===== src/rtl/branch_ctrl_if.sv =====
// branch_ctrl_if: branch request and resolution bundle between decode/fetch and branch_ctrl
interface branch_ctrl_if #(parameter int ADDR_W = 32);
    logic              br_valid;
    logic              br_ready;
    logic [3:0]        br_cc;
    logic [ADDR_W-1:0] br_pc;
    logic [ADDR_W-1:0] br_target;
    logic              br_link;
    logic              pc_load;
    logic [ADDR_W-1:0] pc_target;
    logic              lr_we;
    logic [ADDR_W-1:0] lr_data;
    logic              br_done;
    logic              br_taken;
    modport master (
        output br_valid, br_cc, br_pc, br_target, br_link,
        input  br_ready, pc_load, pc_target, lr_we, lr_data, br_done, br_taken
    );
    modport slave (
        input  br_valid, br_cc, br_pc, br_target, br_link,
        output br_ready, pc_load, pc_target, lr_we, lr_data, br_done, br_taken
    );
endinterface


===== src/rtl/branch_ctrl.sv =====
// branch_ctrl: owns NZCV, stalls branches behind in-flight flag writes, resolves and issues PC/LR loads
module branch_ctrl #(
    parameter int ADDR_W = 32,
    parameter int CNT_W  = 16
) (
    input  logic             clk,
    input  logic             reset,
    input  logic             flag_we_i,
    input  logic [3:0]       flag_in_i,
    input  logic             flag_pend_i,
    output logic [3:0]       flags_o,
    output logic [CNT_W-1:0] taken_cnt_o,
    output logic [CNT_W-1:0] nt_cnt_o,
    branch_ctrl_if.slave     bus
);
    typedef enum logic [1:0] {IDLE, WAIT, EVAL, DONE} state_t;
    state_t            state_q, state_d;
    logic [3:0]        flags_q, cc_q;
    logic [ADDR_W-1:0] pc_q, tgt_q, pc_target_q, lr_data_q;
    logic              link_q, pc_load_q, lr_we_q, br_done_q, br_taken_q;
    logic [CNT_W-1:0]  taken_cnt_q, nt_cnt_q;
    logic [7:0]        base;
    logic              taken;
    // Odd codes are the complement of the even code below them, so only 8 base conditions are needed
    always_comb begin
        base  = {1'b1, ~flags_q[2] & (flags_q[3] == flags_q[0]), flags_q[3] == flags_q[0],
                 flags_q[1] & ~flags_q[2], flags_q[0], flags_q[3], flags_q[1], flags_q[2]};
        taken = base[cc_q[3:1]] ^ cc_q[0];
    end
    always_comb begin
        state_d = state_q;
        unique case (state_q)
            IDLE:    state_d = bus.br_valid ? (flag_pend_i ? WAIT : EVAL) : IDLE;
            WAIT:    state_d = flag_pend_i ? WAIT : EVAL;
            EVAL:    state_d = DONE;
            default: state_d = IDLE;
        endcase
    end
    always_ff @(posedge clk) begin
        if (reset) begin
            state_q     <= IDLE;
            flags_q     <= '0;
            cc_q        <= '0;
            pc_q        <= '0;
            tgt_q       <= '0;
            link_q      <= 1'b0;
            pc_load_q   <= 1'b0;
            pc_target_q <= '0;
            lr_we_q     <= 1'b0;
            lr_data_q   <= '0;
            br_done_q   <= 1'b0;
            br_taken_q  <= 1'b0;
            taken_cnt_q <= '0;
            nt_cnt_q    <= '0;
        end else begin
            state_q    <= state_d;
            pc_load_q  <= 1'b0;
            lr_we_q    <= 1'b0;
            br_done_q  <= 1'b0;
            br_taken_q <= 1'b0;
            if (flag_we_i) flags_q <= flag_in_i;
            if (state_q == IDLE && bus.br_valid) begin
                cc_q   <= bus.br_cc;
                pc_q   <= bus.br_pc;
                tgt_q  <= bus.br_target;
                link_q <= bus.br_link;
            end
            // Decision uses flags as registered entering EVAL; a same-cycle flag write lands afterwards
            if (state_q == EVAL) begin
                pc_load_q  <= taken;
                lr_we_q    <= taken & link_q;
                br_done_q  <= 1'b1;
                br_taken_q <= taken;
                lr_data_q  <= pc_q + ADDR_W'(4);
                if (taken) begin
                    pc_target_q <= tgt_q;
                    taken_cnt_q <= taken_cnt_q + CNT_W'(1);
                end else begin
                    nt_cnt_q <= nt_cnt_q + CNT_W'(1);
                end
            end
        end
    end
    assign bus.br_ready  = state_q == IDLE;
    assign bus.pc_load   = pc_load_q;
    assign bus.pc_target = pc_target_q;
    assign bus.lr_we     = lr_we_q;
    assign bus.lr_data   = lr_data_q;
    assign bus.br_done   = br_done_q;
    assign bus.br_taken  = br_taken_q;
    assign flags_o       = flags_q;
    assign taken_cnt_o   = taken_cnt_q;
    assign nt_cnt_o      = nt_cnt_q;
endmodule


===== src/flat_wrapper.sv =====
// flat-port wrapper written by rule: the top's interface ports become plain ports
module branch_ctrl_flat 
#(
    parameter int ADDR_W = 32,
    parameter int CNT_W  = 16
)
  (clk, reset, flag_we_i, flag_in_i, flag_pend_i, flags_o, taken_cnt_o, nt_cnt_o, bus_br_valid, bus_br_cc, bus_br_pc, bus_br_target, bus_br_link, bus_br_ready, bus_pc_load, bus_pc_target, bus_lr_we, bus_lr_data, bus_br_done, bus_br_taken);
  branch_ctrl_if #(.ADDR_W(ADDR_W)) bus_i ();
  input  logic clk;
  input  logic reset;
  input  logic flag_we_i;
  input  logic [3:0] flag_in_i;
  input  logic flag_pend_i;
  output logic [3:0] flags_o;
  output logic [CNT_W-1:0] taken_cnt_o;
  output logic [CNT_W-1:0] nt_cnt_o;
  input wire logic [$bits(bus_i.br_valid)-1:0] bus_br_valid;
  input wire logic [$bits(bus_i.br_cc)-1:0] bus_br_cc;
  input wire logic [$bits(bus_i.br_pc)-1:0] bus_br_pc;
  input wire logic [$bits(bus_i.br_target)-1:0] bus_br_target;
  input wire logic [$bits(bus_i.br_link)-1:0] bus_br_link;
  output wire logic [$bits(bus_i.br_ready)-1:0] bus_br_ready;
  output wire logic [$bits(bus_i.pc_load)-1:0] bus_pc_load;
  output wire logic [$bits(bus_i.pc_target)-1:0] bus_pc_target;
  output wire logic [$bits(bus_i.lr_we)-1:0] bus_lr_we;
  output wire logic [$bits(bus_i.lr_data)-1:0] bus_lr_data;
  output wire logic [$bits(bus_i.br_done)-1:0] bus_br_done;
  output wire logic [$bits(bus_i.br_taken)-1:0] bus_br_taken;
  assign bus_i.br_valid = bus_br_valid;
  assign bus_i.br_cc = bus_br_cc;
  assign bus_i.br_pc = bus_br_pc;
  assign bus_i.br_target = bus_br_target;
  assign bus_i.br_link = bus_br_link;
  assign bus_br_ready = bus_i.br_ready;
  assign bus_pc_load = bus_i.pc_load;
  assign bus_pc_target = bus_i.pc_target;
  assign bus_lr_we = bus_i.lr_we;
  assign bus_lr_data = bus_i.lr_data;
  assign bus_br_done = bus_i.br_done;
  assign bus_br_taken = bus_i.br_taken;
  branch_ctrl #(.ADDR_W(ADDR_W), .CNT_W(CNT_W)) u_core (.clk(clk), .reset(reset), .flag_we_i(flag_we_i), .flag_in_i(flag_in_i), .flag_pend_i(flag_pend_i), .flags_o(flags_o), .taken_cnt_o(taken_cnt_o), .nt_cnt_o(nt_cnt_o), .bus(bus_i));
endmodule

===== config.mk =====
export PLATFORM = sky130hd
export DESIGN_NAME = branch_ctrl_flat
export DESIGN_NICKNAME = d
export VERILOG_FILES = /design/src/rtl/branch_ctrl_if.sv /design/src/rtl/branch_ctrl.sv /design/src/flat_wrapper.sv
export SDC_FILE = /design/constraint.sdc
export NUM_CORES = 1
export LEC_CHECK = 0
export CAP_MARGIN = 20
export CORE_ASPECT_RATIO = 0.5
export CORE_UTILIZATION = 30
export DETAILED_ROUTE_END_ITERATION = 8
export RECOVER_POWER = 25
export SYNTH_ARGS = -nofsm -noshare
export SYNTH_HDL_FRONTEND = slang
export SYNTH_SLANG_ARGS = --single-unit
export TNS_END_PERCENT = 20

===== constraint.sdc =====
create_clock -name clk -period 6.5 [get_ports clk]
set_input_delay 1.625 -clock clk [delete_from_list [all_inputs] [get_ports clk]]
set_output_delay 1.625 -clock clk [all_outputs]
set_load 0.02 [all_outputs]

# Word-level counts from Yosys, hierarchy flattened
# Cells that the tools add are included.
[word_totals] ff_bits=174 wordCells=38 input_bits=78
[classes] eq_ne=3 bitwise_logic=7 n_reduce_logical=5 addsub=3 n_mux=6 n_lt_le_gt_ge=1
[op_table] operator="16-bit by 1-bit adder with 16-bit output (second input constant)" count=2
[op_table] operator="32-bit by 3-bit adder with 32-bit output (second input constant)" count=1
[op_table] operator="2-bit one-hot mux with 3 select lines" count=1
[op_table] operator="3-bit by 4-bit < comparator with 1-bit output (second input constant)" count=1
[op_table] operator="2-bit 2-to-1 mux" count=2
[op_table] operator="2-bit AND reduction" count=2
[op_table] operator="1-bit AND" count=3
[op_table] operator="1-bit binary-select mux with 3-bit select" count=1
[op_table] operator="1-bit NOT" count=3
[op_table] operator="2-bit by 1-bit equality test with 1-bit output (second input constant)" count=1
[op_table] operator="2-bit equality test (second input constant)" count=1
[op_table] operator="2-bit zero test" count=1
[op_table] operator="1-bit 2-to-1 mux" count=2
[op_table] operator="2-bit OR reduction" count=1
[op_table] operator="1-bit equality test" count=1
[op_table] operator="1-bit logical AND" count=1
[op_table] operator="1-bit XOR" count=1

# Depth between registers and ports, before layout
[depth] depth_word=7 depth_mapped=7

# Least setup slack after synthesis
# Ideal clock, no wire load.
[synth_timing] kind="input-to-reg" startpoint="input port reset" endpoint="register u_core.flags_q[0] (netlist: u_core.flags_o[0])" setup_time_ps=128 setup_slack_ps=3573 arrival_ps=2800 n_path_buf=4 stages=5 path_cell_list="clkbuf_1 > buf_1 > clkbuf_1 > buf_1 > nor2_1"
[synth_lines] item="start, declared" line_no="flat_wrapper.sv:10" rtl="input logic reset;"
[synth_lines] item="end signal, assigned" line_no="branch_ctrl.sv:61" rtl="if (flag_we_i) flags_q <= flag_in_i;"
[synth_lines] item="end, declared" line_no="branch_ctrl.sv:18" rtl="logic [3:0] flags_q, cc_q;"
# No word-level cell between the ends.

# Final worst setup path
[layout_timing] startpoint="register u_core.cc_q[1]" endpoint="register u_core.taken_cnt_q[0] (netlist: u_core.taken_cnt_o[0])"
[layout_between] elab_chain_len=4
[layout_lines] item="start, declared" line_no="branch_ctrl.sv:18"
[layout_lines] item="start signal, assigned" line_no="branch_ctrl.sv:63" rtl="cc_q <= bus.br_cc;"
[layout_lines] item="1-bit binary-select mux with 3-bit select" line_no="branch_ctrl.sv:28" rtl="taken = base[cc_q[3:1]] ^ cc_q[0];"
[layout_lines] item="1-bit 2-to-1 mux (implied by the code)" line_no="branch_ctrl.sv:28"
[layout_lines] item="1-bit XOR" line_no="branch_ctrl.sv:28"
[layout_lines] item="2-bit AND reduction (no line)"
[layout_lines] item="end signal, assigned" line_no="branch_ctrl.sv:77" rtl="taken_cnt_q <= taken_cnt_q + CNT_W'(1);"
[layout_lines] item="end, declared" line_no="branch_ctrl.sv:21" rtl="logic [CNT_W-1:0] taken_cnt_q, nt_cnt_q;"
# Every way passes these cells. The select of a mux whose other input is x is not followed.
# A chain may end at the register's enable or synchronous reset.

==> impl_metrics.env <==
export IMPL_outcome="finished with violations"
export IMPL_violations="max-capacitance violations, max-slew violations"
export IMPL_ys_flop_type="dfxtp_1"
export IMPL_rsz0062_at_grt="no"
export IMPL_crit_path_top_delay_cell="clkbuf_1"
export IMPL_finalHoldViolations=0
export IMPL_cellPowerDensity_nw_per_um2=243
export IMPL_synth_warnings=0
export IMPL_power_mw=2.61
export IMPL_post_synth_num_cell_types=40
export IMPL_postSynthCellCount=950
export IMPL_fp_dieH_um=118
export IMPL_ctsHtreeMaxLevel=4
export IMPL_grt_pass1_wl_um=34100
export IMPL_vias_per_cell=4.74
export IMPL_path_buf_inv=2
export IMPL_critical_path_class="register to register"
export IMPL_irDropWorstVdd_uv=181
export IMPL_fin_skew_ns=0.0149
export IMPL_first_global_vias=6601
export IMPL_cts_buffers=17
export IMPL_cp_cell_sequence="nor4b_1, a21oi_1, a311oi_4, clkbuf_1, mux2i_4, buf_4, mux2_1"
export IMPL_io_pins=183
export IMPL_final_util=0.406
export IMPL_syn_num_nets=1031
export IMPL_worst_setup_path_end_kind="register"
export IMPL_globalRoute_totalOverflow=0
export IMPL_synth_edf_count=0
export IMPL_fin_crit_sh=0.662
export IMPL_port_buffers=182
export IMPL_post_route_min_period_ns=4.31
export IMPL_cpPeakStageDelay_ns=1.71
export IMPL_synthesis_area_um2=8110
export IMPL_sw_frac_of_total=0.271
export IMPL_slew_viol_final=78
export IMPL_tightest_slew_ns=2.38
export IMPL_drcViolationCount=0
export IMPL_hold_path_class="register to register"
export IMPL_leakagePower_nw=3.75
export IMPL_nets=1171
export IMPL_drv_cap=2
export IMPL_cp_required_ns=6.82
export IMPL_r2r_cells=7
export IMPL_fin_tns_setup_ns=0
export IMPL_crit_path_start_kind="register"
export IMPL_rows=42
export IMPL_ant_nets=0
export IMPL_max_freq_ghz=0.232
export IMPL_p_sw_mw=0.708
export IMPL_cts_hold_buf=0
export IMPL_grt_util_all_layers=0.156
export IMPL_die_width_um=234
export IMPL_grt_max_degree=192
export IMPL_cts_root_buf="clkbuf_16"
export IMPL_clk_pin_slew_worst_paths_ns=0.08
export IMPL_whs_path_depth=2
export IMPL_clock_power_share=0.425
export IMPL_yosysTopAreaCellShare=0.430
export IMPL_drt_iter0_markers=437
export IMPL_power_frac_comb=0.132
export IMPL_cts_buffer_depth=2
export IMPL_tritoncts="yes"
export IMPL_arrival_ns=4.63
export IMPL_antenna_found_initial=0
export IMPL_cp_top_family="buffers and inverters"
export IMPL_wirelength_um=21400
export IMPL_yosysSeqAreaShare=0.430
export IMPL_wl_per_cell_um=14.7
export IMPL_worstSkewPairLatency_ns=0.44
export IMPL_crit_fanout=36
export IMPL_design_area_um2=10800
export IMPL_place_area_um2=10100
export IMPL_start_util=0.306
export IMPL_place_congestion=0.772
export IMPL_cp_num_cells=7
export IMPL_place_hpwl_um=14400
export IMPL_synth_area_leader_cell="dfxtp_1"
export IMPL_syn_avg_cell_area_um2=8.53
export IMPL_setup_viol=0
export IMPL_cts_resized=0
export IMPL_synthTopCellsByArea="dfxtp_1, mux2i_1, nand2_1"
export IMPL_p_int_mw=1.90
export IMPL_vias=6901
export IMPL_antenna_cells=0
export IMPL_synth_seq_cells=174
export IMPL_area_growth_pct=32.8
export IMPL_cts_setup_buffers=0
export IMPL_p_seq_frac=0.443
export IMPL_async_reset_ff_frac=0
export IMPL_design_die_area_um2=27700
export IMPL_drive_gt1_frac=0.0490
export IMPL_cts_sinks=174
export IMPL_coreArea_um2=26500
export IMPL_dr_pass1_iters=4
export IMPL_slew_headroom=-0.584
flip-flops by register name, indices dropped and copies added, names as in the netlist:
| signal | count |
|---|---|
| u_core.cc_q | 4 |
| u_core.tgt_q | 32 |
| u_core.bus.br_done | 1 |
| u_core.bus.lr_data | 32 |
| u_core.flags_o | 4 |
| u_core.state_q | 2 |
| u_core.link_q | 1 |
| u_core.bus.lr_we | 1 |
| u_core.pc_q | 32 |
| u_core.taken_cnt_o | 16 |
| u_core.nt_cnt_o | 16 |
| u_core.bus.pc_target | 32 |
| u_core.bus.pc_load | 1 |
final timing paths:
| path | end | slack [ns] | start |
|---|---|---|---|
| worst max-delay path | u_core.taken_cnt_o[0] | 2.19 | u_core.cc_q[1] |
| worst max register to register | u_core.taken_cnt_o[0] | 2.19 | u_core.cc_q[1] |
| worst min register to register | u_core.bus.lr_data[0] | 0.45 | u_core.pc_q[0] |
| worst min-delay path | u_core.bus.lr_data[0] | 0.45 | u_core.pc_q[0] |
final cells by class:
type                       count  area, um^2
tap                          352         440
clock inverter                14         195
inverter                       3        11.3
clock buffer                  18         429
fill                        2658       15700
multi-input combinational    704        4310
timing repair buffer         190        1900
sequential                   174        3480
stage by stage:
step / instances / hold WS [ns] / worst slack, ns
after floorplan: 950 / 0.432 / 3.57
after global placement: 1422 / 0.438 / 2.91
after detailed placement: 1422 / 0.446 / 2.82
after CTS: 1454 / 0.456 / 3.16
after global routing: 1455 / 0.472 / 1.97
final: 1455 / 0.454 / 2.19
worst register-to-register path, delay by kind of cell, from the launching register on:
family / cells / cell delay [ns]
and+or+nand+nor: 1 / 0.31
buffers and inverters: 2 / 2.29
DFF: 1 / 0.37
muxes: 2 / 0.83
AOI/OAI and AO/OA: 2 / 0.40
routing by layer:
layer | vias to the layer above | GRT usage | wire length (um) | share of wire
met4 | 0 | 0.0496 | 352 | 0.016
met1 | 3273 | 0.193 | 9860 | 0.46
met5 | - | 0 | 0 | 0
li1 | 3507 | - | - | -
met3 | 23 | 0.0350 | 618 | 0.029
met2 | 98 | 0.267 | 10600 | 0.49
power groups by stage:
stage	Combinational, mW	Sequential [mW]	Clock (mW)
2_1_floorplan	0.189	1.20	0
3_3_place_gp	0.339	1.18	0
4_1_cts	0.345	1.16	1.14
3_5_place_dp	0.343	1.18	0
6_report	0.345	1.16	1.11
5_1_grt	0.375	1.16	1.19
cell usage in the layout, fill, tap and decap left out, types with 6 or more instances in the layout:
cell type        synthesis  routed
nor3_1                   6       6
mux2_1                  21      21
a211oi_1                26      26
mux2_2                  10      10
xor2_1                   9       9
clkbuf_16                0      17
and4_1                  13      13
clkdlybuf4s50_1          0     179
nor2_1                  71      71
xnor2_1                 18      18
and3_1                  13      13
nand3_1                 33      33
and2_1                   7       6
nand2b_1                71      71
nand2_1                166     165
a21oi_1                 75      75
nand4_1                 21      21
dfxtp_1                174     174
nor4_1                   6       6
nor2b_1                 39      38
mux2i_1                 67      67
Yosys cell counts, types with 10 or more instances:
| master | n |
|---|---|
| dfxtp_1 | 174 |
| a211oi_1 | 26 |
| nand3_1 | 33 |
| a21oi_1 | 75 |
| nand4_1 | 21 |
| clkbuf_1 | 40 |
| nor2b_1 | 39 |
| buf_1 | 21 |
| mux2i_1 | 67 |
| mux2_1 | 21 |
| and3_1 | 13 |
| mux2_2 | 10 |
| xnor2_1 | 18 |
| nand2b_1 | 71 |
| and4_1 | 13 |
| nor2_1 | 71 |
| nand2_1 | 166 |
logic make-up (layout without fill, tap and decap cells):
logic type	after synthesis	after routing	share of synthesized area
AOI/OAI and AO/OA	111	111	0.0821
xor gates and xnor gates	27	27	0.0292
adders and majority gates	3	3	0.00463
buffers and inverters	72	225	0.0395
DFF	174	174	0.430
muxes	99	99	0.129
and+or+nand+nor	464	464	0.286
No activity file was read; power rests on OpenSTA's default activity.
